`src/rtl/loopback_smoke_bfm_core_if.sv`:
```
// loopback_smoke_bfm_core_if: init, invocation and response signals of the loopback BFM core
interface loopback_smoke_bfm_core_if #(
    parameter int ID_W   = 64,
    parameter int PRM_W  = 32,
    parameter int INST_W = 16,
    parameter int CNT_W  = 32
);
    logic              ep_present;
    logic              init_req;
    logic [INST_W-1:0] init_inst_id;
    logic              defined;
    logic              fatal_err;
    logic              req_valid;
    logic              req_ready;
    logic              req_blocking;
    logic [ID_W-1:0]   req_method_id;
    logic [INST_W-1:0] req_inst_id;
    logic [PRM_W-1:0]  req_param;
    logic              rsp_valid;
    logic              rsp_ready;
    logic              rsp_has_retval;
    logic [PRM_W-1:0]  rsp_retval;
    logic              rsp_err;
    logic              inc_pulse;
    logic [CNT_W-1:0]  inc_count;
    logic [CNT_W-1:0]  err_count;

    modport master (
        output ep_present, init_req, init_inst_id,
        output req_valid, req_blocking, req_method_id, req_inst_id, req_param,
        output rsp_ready,
        input  defined, fatal_err, req_ready,
        input  rsp_valid, rsp_has_retval, rsp_retval, rsp_err,
        input  inc_pulse, inc_count, err_count
    );

    modport slave (
        input  ep_present, init_req, init_inst_id,
        input  req_valid, req_blocking, req_method_id, req_inst_id, req_param,
        input  rsp_ready,
        output defined, fatal_err, req_ready,
        output rsp_valid, rsp_has_retval, rsp_retval, rsp_err,
        output inc_pulse, inc_count, err_count
    );
endinterface

```
`src/rtl/loopback_smoke_bfm_core.sv`:
```
// loopback_smoke_bfm_core: single-outstanding-call loopback interface BFM with one "inc" method
module loopback_smoke_bfm_core #(
    parameter int ID_W   = 64,
    parameter int PRM_W  = 32,
    parameter int INST_W = 16,
    parameter int CNT_W  = 32
) (
    input logic                    clock,
    input logic                    reset,
    loopback_smoke_bfm_core_if.slave bus
);
    typedef enum logic [2:0] {UNDEF, IDLE, EXEC, WAIT_B, RESP, FATAL} state_t;

    state_t            state, state_nx;
    logic [INST_W-1:0] inst_q, rinst_q;
    logic [ID_W-1:0]   mid_q;
    logic              blk_q, err_q;
    logic [CNT_W-1:0]  inc_q, errc_q;
    logic              hit, err_nx, inc_hit, fire_rsp;
    logic              unused_param;

    assign unused_param = ^bus.req_param;

    // call decode: instance match, error verdict and inc side effect, all judged in EXEC
    always_comb begin
        hit      = rinst_q == inst_q;
        err_nx   = !hit || (!blk_q && mid_q != '0);
        inc_hit  = state == EXEC && !blk_q && !err_nx;
        fire_rsp = state == RESP && bus.rsp_ready;
    end

    // next-state logic
    always_comb begin
        state_nx = state;
        case (state)
            UNDEF:   if (bus.init_req) state_nx = bus.ep_present ? IDLE : FATAL;
            IDLE:    if (bus.req_valid) state_nx = EXEC;
            EXEC:    state_nx = (hit && blk_q) ? WAIT_B : RESP;
            WAIT_B:  state_nx = RESP;
            RESP:    if (bus.rsp_ready) state_nx = IDLE;
            default: state_nx = state;
        endcase
    end

    // state register; reset drops any call in flight
    always_ff @(posedge clock or posedge reset) begin
        if (reset) state <= UNDEF;
        else       state <= state_nx;
    end

    // handle, captured request, error flag and counters
    always_ff @(posedge clock or posedge reset) begin
        if (reset) begin
            inst_q  <= '0;
            rinst_q <= '0;
            mid_q   <= '0;
            blk_q   <= 1'b0;
            err_q   <= 1'b0;
            inc_q   <= '0;
            errc_q  <= '0;
        end else begin
            if (state == UNDEF && bus.init_req && bus.ep_present) inst_q <= bus.init_inst_id;
            if (state == IDLE && bus.req_valid) begin
                rinst_q <= bus.req_inst_id;
                mid_q   <= bus.req_method_id;
                blk_q   <= bus.req_blocking;
            end
            if (state == EXEC) err_q <= err_nx;
            if (inc_hit) inc_q <= inc_q + 1'b1;
            if (fire_rsp && err_q && !(&errc_q)) errc_q <= errc_q + 1'b1;
        end
    end

    assign bus.defined        = state == IDLE || state == EXEC || state == WAIT_B || state == RESP;
    assign bus.fatal_err      = state == FATAL;
    assign bus.req_ready      = state == IDLE;
    assign bus.rsp_valid      = state == RESP;
    assign bus.rsp_err        = state == RESP && err_q;
    assign bus.rsp_has_retval = 1'b0;
    assign bus.rsp_retval     = '0;
    assign bus.inc_pulse      = inc_hit;
    assign bus.inc_count      = inc_q;
    assign bus.err_count      = errc_q;
endmodule

```
`src/flat_wrapper.sv`:
```
// flat-port wrapper written by rule: the top's interface ports become plain ports
module loopback_smoke_bfm_core_flat 
#(
    parameter int ID_W   = 64,
    parameter int PRM_W  = 32,
    parameter int INST_W = 16,
    parameter int CNT_W  = 32
)
  (clock, reset, bus_ep_present, bus_init_req, bus_init_inst_id, bus_req_valid, bus_req_blocking, bus_req_method_id, bus_req_inst_id, bus_req_param, bus_rsp_ready, bus_defined, bus_fatal_err, bus_req_ready, bus_rsp_valid, bus_rsp_has_retval, bus_rsp_retval, bus_rsp_err, bus_inc_pulse, bus_inc_count, bus_err_count);
  loopback_smoke_bfm_core_if #(.ID_W(ID_W), .PRM_W(PRM_W), .INST_W(INST_W), .CNT_W(CNT_W)) bus_i ();
  input logic clock;
  input logic reset;
  input wire logic [$bits(bus_i.ep_present)-1:0] bus_ep_present;
  input wire logic [$bits(bus_i.init_req)-1:0] bus_init_req;
  input wire logic [$bits(bus_i.init_inst_id)-1:0] bus_init_inst_id;
  input wire logic [$bits(bus_i.req_valid)-1:0] bus_req_valid;
  input wire logic [$bits(bus_i.req_blocking)-1:0] bus_req_blocking;
  input wire logic [$bits(bus_i.req_method_id)-1:0] bus_req_method_id;
  input wire logic [$bits(bus_i.req_inst_id)-1:0] bus_req_inst_id;
  input wire logic [$bits(bus_i.req_param)-1:0] bus_req_param;
  input wire logic [$bits(bus_i.rsp_ready)-1:0] bus_rsp_ready;
  output wire logic [$bits(bus_i.defined)-1:0] bus_defined;
  output wire logic [$bits(bus_i.fatal_err)-1:0] bus_fatal_err;
  output wire logic [$bits(bus_i.req_ready)-1:0] bus_req_ready;
  output wire logic [$bits(bus_i.rsp_valid)-1:0] bus_rsp_valid;
  output wire logic [$bits(bus_i.rsp_has_retval)-1:0] bus_rsp_has_retval;
  output wire logic [$bits(bus_i.rsp_retval)-1:0] bus_rsp_retval;
  output wire logic [$bits(bus_i.rsp_err)-1:0] bus_rsp_err;
  output wire logic [$bits(bus_i.inc_pulse)-1:0] bus_inc_pulse;
  output wire logic [$bits(bus_i.inc_count)-1:0] bus_inc_count;
  output wire logic [$bits(bus_i.err_count)-1:0] bus_err_count;
  assign bus_i.ep_present = bus_ep_present;
  assign bus_i.init_req = bus_init_req;
  assign bus_i.init_inst_id = bus_init_inst_id;
  assign bus_i.req_valid = bus_req_valid;
  assign bus_i.req_blocking = bus_req_blocking;
  assign bus_i.req_method_id = bus_req_method_id;
  assign bus_i.req_inst_id = bus_req_inst_id;
  assign bus_i.req_param = bus_req_param;
  assign bus_i.rsp_ready = bus_rsp_ready;
  assign bus_defined = bus_i.defined;
  assign bus_fatal_err = bus_i.fatal_err;
  assign bus_req_ready = bus_i.req_ready;
  assign bus_rsp_valid = bus_i.rsp_valid;
  assign bus_rsp_has_retval = bus_i.rsp_has_retval;
  assign bus_rsp_retval = bus_i.rsp_retval;
  assign bus_rsp_err = bus_i.rsp_err;
  assign bus_inc_pulse = bus_i.inc_pulse;
  assign bus_inc_count = bus_i.inc_count;
  assign bus_err_count = bus_i.err_count;
  loopback_smoke_bfm_core #(.ID_W(ID_W), .PRM_W(PRM_W), .INST_W(INST_W), .CNT_W(CNT_W)) u_core (.clock(clock), .reset(reset), .bus(bus_i));
endmodule
```
`config.mk`:
```
export PLATFORM = sky130hd
export DESIGN_NAME = loopback_smoke_bfm_core_flat
export DESIGN_NICKNAME = d
export VERILOG_FILES = /design/src/rtl/loopback_smoke_bfm_core_if.sv /design/src/rtl/loopback_smoke_bfm_core.sv /design/src/flat_wrapper.sv
export SDC_FILE = /design/constraint.sdc
export NUM_CORES = 1
export LEC_CHECK = 0
export ABC_CLOCK_PERIOD_IN_PS = 6400
export CAP_MARGIN = 20
export CORE_ASPECT_RATIO = 1.75
export CORE_MARGIN = 5
export CORE_UTILIZATION = 30
export DETAILED_ROUTE_END_ITERATION = 6
export GPL_TIMING_DRIVEN = 1
export HOLD_SLACK_MARGIN = 0.03
export PLACE_DENSITY = 0.6
export SETUP_SLACK_MARGIN = 0.2
export SLEW_MARGIN = 10
export SYNTH_ARGS = -nofsm -noshare
export SYNTH_HDL_FRONTEND = slang
export SYNTH_SLANG_ARGS = --single-unit
```
`constraint.sdc`:
```
create_clock -name clock -period 6.4 [get_ports clock]
set_input_delay 0.64 -clock clock [delete_from_list [all_inputs] [get_ports clock]]
set_output_delay 0.64 -clock clock [all_outputs]
set_load 0.01 [all_outputs]
```
==> impl_metrics.py, run 1 <==
metrics = {
    "yosys": {
        "synth_compound_area_frac": 0.01204,
        "synth_cells": 592,
        "synthArstFlopShare": 1.000,
        "synth_xor_area_frac": 0.09130,
        "ys_ff_latch": 165,
        "synthAdderAreaFrac": 0.003344,
        "syn_area_per_cell_um2": 12.64,
        "synthMuxAreaShare": 0.1503,
        "yosysSeqAreaShare": 0.5518,
        "synth_top_family_by_area": "multiplexers",
        "synth_area_leaders": "dfrtp_1, mux2_2, xnor2_1",
        "synthSimpleGateAreaFrac": 0.1405,
        "ys.flop_type": "dfrtp_1",
        "synth_area_leader_cell": "dfrtp_1",
        "synth_edf_count": 0,
        "synth.most_common_cell": "dfrtp_1",
        "synth_top_area_share": 0.5518,
        "syn_area_mm2": 0.007482,
        "synth_cell_types": 47,
        "synth_commonest_cells": "dfrtp_1, mux2_2, xnor2_1, nand3_1, buf_4",
        "ys.warnings.count": 0,
    },
    "power": {
        "peakVddDrop_mv": 0.3418,
        "p_leak_nw": 4.188,
        "powerDensity_mw_per_mm2": 351.4,
        "p_total_mw": 3.532,
    },
    "grt": {
        "grt-ovfl-total": 0,
        "grt_max_degree": 106,
        "grt_pass1_vias": 5212,
        "antenna_found_initial": 4,
        "grt_pass1_wl_mm": 28.00,
        "grt_use_total": 0.1309,
    },
    "place": {
        "io_buffers": 172,
        "dp_hpwl_mm": 13.51,
        "place_congestion": 0.7562,
    },
    "clocking": {
        "cts_resized": 0,
        "cts_tree": "built",
        "numCtsBuffers": 17,
        "clock_path_buffers": 2,
        "htree_levels": 4,
        "clock_latency_ps": 440,
        "post_cts_buffers": 0,
        "cts-root-buf": "clkbuf_16",
        "holdBufCountCts": 0,
        "clk_pin_slew_ps": 70,
        "cts_num_sinks": 165,
    },
    "critical_path": {
        "cpPeakStageDelay_ps": 700,
        "crit_chain": "nor4_1 > nand4_1 > nor4_2 > and3_1 > clkdlybuf4s50_1",
        "r2r_cells": 6,
        "worstSetupPathType": "reg -> out",
        "worstSetupEndpointType": "primary output",
        "endpoint": "bus_inc_pulse",
        "cp_slowest_cell": "and3_1",
        "critPathLaunchType": "flip-flop",
        "worstPathRequired_ps": 5760,
        "critPathMaxFanout": 20,
        "arrival_ps": 3210,
        "r2r_start": "u_core.mid_q[29]",
        "cp.depth": 5,
        "rr_endpoint": "u_core.bus.inc_count[3]",
        "critPathBufInv": 1,
        "critPathTopFamily": "simple AND/OR/NAND/NOR gates",
        "r2r_slack_ps": 3800,
        "setup.worst_path.start": "u_core.mid_q[29]",
    },
    "timing": {
        "fmax_ghz": 0.2597,
        "min_period_ps": 3851,
        "setup_viol": 0,
        "rsz0062_at_grt": "false",
        "fin_crit_sh": 0.6016,
        "setup_tns_ps": 0,
        "hold_viol_final": 0,
        "timing.hold.ws_ps": 471.5,
        "fin_skew_ps": 7.337,
        "worst_slew_pin_slew_ps": 927.4,
        "max_slew_margin": 0.3784,
        "slew_violations": 0,
    },
    "layout": {
        "syn_to_final_growth_pct": 34.33,
        "finish.utilization": 0.4081,
        "finalNetCount": 906,
        "drive_above_1_share": 0.1882,
        "nFillCells": 2339,
    },
    "route": {
        "routed_wl_mm": 18.16,
        "first_pass_iters": 4,
        "vias": 5102,
        "drt_iter0_markers": 167,
        "viasPerCell": 4.655,
        "drc": 0,
        "wl_per_cell_um": 16.57,
        "detail-route-antenna-nets": 0,
    },
    "floorplan": {
        "rows": 76,
        "die_h_um": 218.9,
        "io_pins": 238,
        "floorplan.initialDensity": 0.3038,
        "die-width_um": 129.4,
        "fp.coreArea_mm2": 0.02463,
        "dieArea_mm2": 0.02832,
    },
    "job": {
        "drv_cap": 0,
    },
    "outcome": {
        "status": "finished, final reports clean",
    },
    "hold_path": {
        "hp-class": "reg -> reg",
    },
}
[worst min path at each step]
stage                               end                startpoint  slack (ps)  cells after the start
6_report       u_core.bus.inc_count[31]  u_core.bus.inc_count[31]         470                      1
5_1_grt        u_core.bus.inc_count[31]  u_core.bus.inc_count[31]         510                      1
4_1_cts        u_core.bus.inc_count[31]  u_core.bus.inc_count[31]         470                      1
3_5_place_dp   u_core.bus.inc_count[31]  u_core.bus.inc_count[31]         460                      1
3_3_place_gp   u_core.bus.inc_count[31]  u_core.bus.inc_count[31]         460                      1
2_1_floorplan              u_core.err_q              u_core.err_q         480                      2
[state kept, by name, summed over array words and instances, names as in the netlist]
signal,flops
u_core.blk_q,1
u_core.bus.err_count,32
u_core.bus.inc_count,32
u_core.err_q,1
u_core.inst_q,16
u_core.mid_q,64
u_core.rinst_q,16
u_core.state,3
[layout by cell type, fill, tap and decap left out, types with 4 or more instances in the layout]
cell	synthesis	final
nand4_1	22	22
xnor2_1	57	57
dfrtp_1	165	165
nor4_1	21	21
xor2_1	21	21
inv_1	7	6
and4_1	9	9
nor2_1	12	12
nand3_1	36	36
conb_1	1	33
clkbuf_16	0	17
clkdlybuf4s50_1	0	172
nor3_1	10	10
a21oi_1	4	4
mux2_2	98	98
nand2_1	23	23
and3_1	16	16
[metrics by stage]
stage,area [um^2],worst slack (ps),instances
3_3_place_gp,9392,2941,1060
5_1_grt,10050,2301,1096
6_report,10050,2550,1096
3_5_place_dp,9392,2959,1060
4_1_cts,9988,2456,1091
2_1_floorplan,7602,1298,624
[where the power goes]
group	internal [mW]	switching [mW]	leakage [nW]
registers	1.38	0.222	2.07
logic	0.555	0.321	1.83
clock network	0.621	0.432	0.285
[cells by family after synthesis]
group,after synthesis
muxes,100
AOI/OAI and AO/OA,14
buffers and inverters,58
and+or+nand+nor,174
other,1
xor gates and xnor gates,78
DFF,165
adders and majority gates,2
[layout make-up]
type,count,area [um^2],area share
Antenna cell,3,7.507,0.0007469
Clock buffer,19,442.9,0.04407
Clock inverter,12,153.9,0.01531
Inverter,8,35.03,0.003486
Multi-Input combinational cell,401,3100,0.3085
Sequential cell,165,4129,0.4108
Tap cell,312,390.4,0.03884
Timing Repair Buffer,176,1792,0.1783
[routing by layer]
metal / wire (um) / vias up / GRT usage
li1: - / 2402 / -
met1: 6355 / 2532 / 0.1293
met2: 10260 / 141 / 0.2439
met3: 1053 / 25 / 0.03945
met4: 471 / 2 / 0.06237
met5: 11 / - / 0
[worst register-to-register path, cell delays in order, from the launching register on]
cell and delay, ps:
dfrtp_1 370, nor4_1 360, nand4_1 200, nor4_2 460, and3_1 700, and4_1 300
xor2_1 140
Power figures use the tool's default switching activity.
==> run 2, diff against run 1 <==
ABC_CLOCK_PERIOD_IN_PS = 3800   (was 6400)
clock period = 3.8 ns   (was 6.4 ns; I/O delays follow)
==> run 2 against run 1 <==
  * Critical path depth is 1 higher
  * Power is 75% higher
  * Setup slack worse by 2000 ps
  * Worst hold slack worse by 130 ps
  * Design area is 1.3% higher
  * Clock-buffer cell count is 1 higher
  * Routed wire length is 0.39% higher
  * Global-route usage is 0.17 points higher
  * Clock skew is 2.3 ps higher
  * Critical path type unchanged
  * Largest cell class unchanged
  * Highest routed layer is now met4
==> impl_metrics.py, run 2 (synthesis results as in run 1) <==
metrics = {
    "outcome": {
        "status": "finished, final reports clean",
    },
    "layout": {
        "regMostFlops": "u_core.mid_q",
        "fin_cells": 1102,
        "multiInputGateArea_mm2": 0.003100,
        "nFillCells": 2326,
        "finalNetCount": 910,
        "drive_above_1_share": 0.1934,
        "final_common_cell": "clkdlybuf4s50_1",
        "final-seq-area_mm2": 0.004129,
        "most-common-layout-cells": "clkdlybuf4s50_1, dfrtp_1, mux2_2, xnor2_1, nand3_1",
        "largest_reg_flops": 64,
        "syn_to_final_growth_pct": 36.10,
        "design_area_mm2": 0.01018,
    },
    "critical_path": {
        "cp_slowest_cell": "clkdlybuf4s50_1",
        "r2r_start": "u_core.mid_q[29]",
        "worstPathRequired_ps": 3420,
        "r2r_cells": 6,
        "cpPeakStageDelay_ps": 590,
        "critPathLaunchType": "flip-flop",
        "r2r_slack_ps": 1410,
        "critPathMaxFanout": 20,
        "setup.worst_path.start": "u_core.mid_q[29]",
        "worstSetupPathType": "reg -> out",
        "crit_chain": "nor4_1 > nand4_1 > nor4_2 > and3_1 > buf_4 > clkdlybuf4s50_1",
        "worstSetupEndpointType": "primary output",
        "arrival_ps": 2850,
    },
    "timing": {
        "rsz0062_at_grt": "false",
        "setup_tns_ps": 0,
        "max_slew_margin": 0.5735,
        "setup_slack_ps": 567.8,
        "fmax_ghz": 0.3094,
        "setup_viol": 0,
        "fin_skew_ps": 9.630,
        "timing.hold.ws_ps": 337.8,
        "slew_violations": 0,
        "min_period_ps": 3232,
        "fin_crit_sh": 0.8506,
        "worst_slew_pin_slew_ps": 634.9,
        "hold_viol_final": 0,
    },
    "route": {
        "wl_per_cell_um": 16.54,
        "drc": 0,
        "first_pass_iters": 4,
        "drt_iter0_markers": 137,
        "viasPerCell": 4.615,
        "detail-route-antenna-nets": 0,
        "routed_wl_mm": 18.23,
        "vias": 5086,
    },
    "clocking": {
        "post_cts_buffers": 0,
        "cts_num_sinks": 165,
        "clock_latency_ps": 440,
        "cts_resized": 0,
        "cts-root-buf": "clkbuf_16",
        "htree_levels": 4,
        "clk_pin_slew_ps": 70,
        "clock_path_buffers": 2,
        "cts_tree": "built",
        "numCtsBuffers": 17,
        "holdBufCountCts": 0,
    },
    "floorplan": {
        "die-width_um": 129.4,
        "dieArea_mm2": 0.02832,
        "fp.coreArea_mm2": 0.02463,
        "die_h_um": 218.9,
        "rows": 76,
        "floorplan.initialDensity": 0.3038,
        "io_pins": 238,
    },
    "hold_path": {
        "hp-class": "in -> async",
    },
    "grt": {
        "grt_use_total": 0.1326,
        "grt_pass1_wl_mm": 28.68,
        "grt_max_degree": 83,
        "grt_pass1_vias": 5452,
        "antenna_found_initial": 4,
        "grt-ovfl-total": 0,
    },
    "place": {
        "dp_hpwl_mm": 13.99,
        "post-place-ws_ps": 912.8,
        "dpl.cell_count": 1064,
        "io_buffers": 172,
        "place_congestion": 0.7614,
        "postPlaceCellArea_mm2": 0.009445,
    },
    "job": {
        "drv_cap": 0,
    },
    "power": {
        "p_leak_nw": 4.254,
        "peakVddDrop_mv": 0.4949,
        "powerDensity_mw_per_mm2": 606.1,
    },
}
run 2: layout make-up:
cell class / count / share of cell area
sequential: 165 / 0.4055
tap: 312 / 0.03833
timing repair buffer: 180 / 0.1806
clock buffer: 20 / 0.04485
inverter: 8 / 0.003317
multi-input combinational: 401 / 0.3045
clock inverter: 12 / 0.02199
antenna: 4 / 0.0009829
run 2: path summary, 6_finish.rpt:
kind	to
worst max-delay path	bus_inc_pulse
worst min-delay path	u_core.bus.inc_count[8]
worst max register to register	u_core.bus.inc_count[31]
worst min register to register	u_core.bus.inc_count[31]
max in group asynchronous	u_core.inst_q[4]
min in group clock	u_core.bus.inc_count[31]
run 2: critical path, delay by kind of cell, from the launching register on:
family,cells,cell delay [ps]
buffers and inverters,2,830
and+or+nand+nor,4,1230
DFF,1,370
run 2: per-stage QoR:
step / power (mW) / utilization
2_1_floorplan: 3.790 / -
3_3_place_gp: 4.186 / 0.3835
3_5_place_dp: 4.235 / 0.3835
4_1_cts: 6.261 / 0.4111
5_1_grt: 6.517 / 0.4135
6_report: 6.172 / 0.4135
run 2: layer usage:
metal  part of all wire  vias up  routed length, um  track usage
li1                   -     2408                  -            -
met1               0.35     2515               6353       0.1304
met2               0.57      135              10400       0.2472
met3              0.047       28                849      0.03702
met4              0.034        0                624      0.06833
met5                  0        -                  0            0
run 2: power breakdown:
part	switching, mW	total (mW)	leakage (nW)	internal (mW)
clock	0.719	1.99	0.331	1.27
sequential	0.374	2.70	2.07	2.33
combinational	0.544	1.48	1.85	0.939
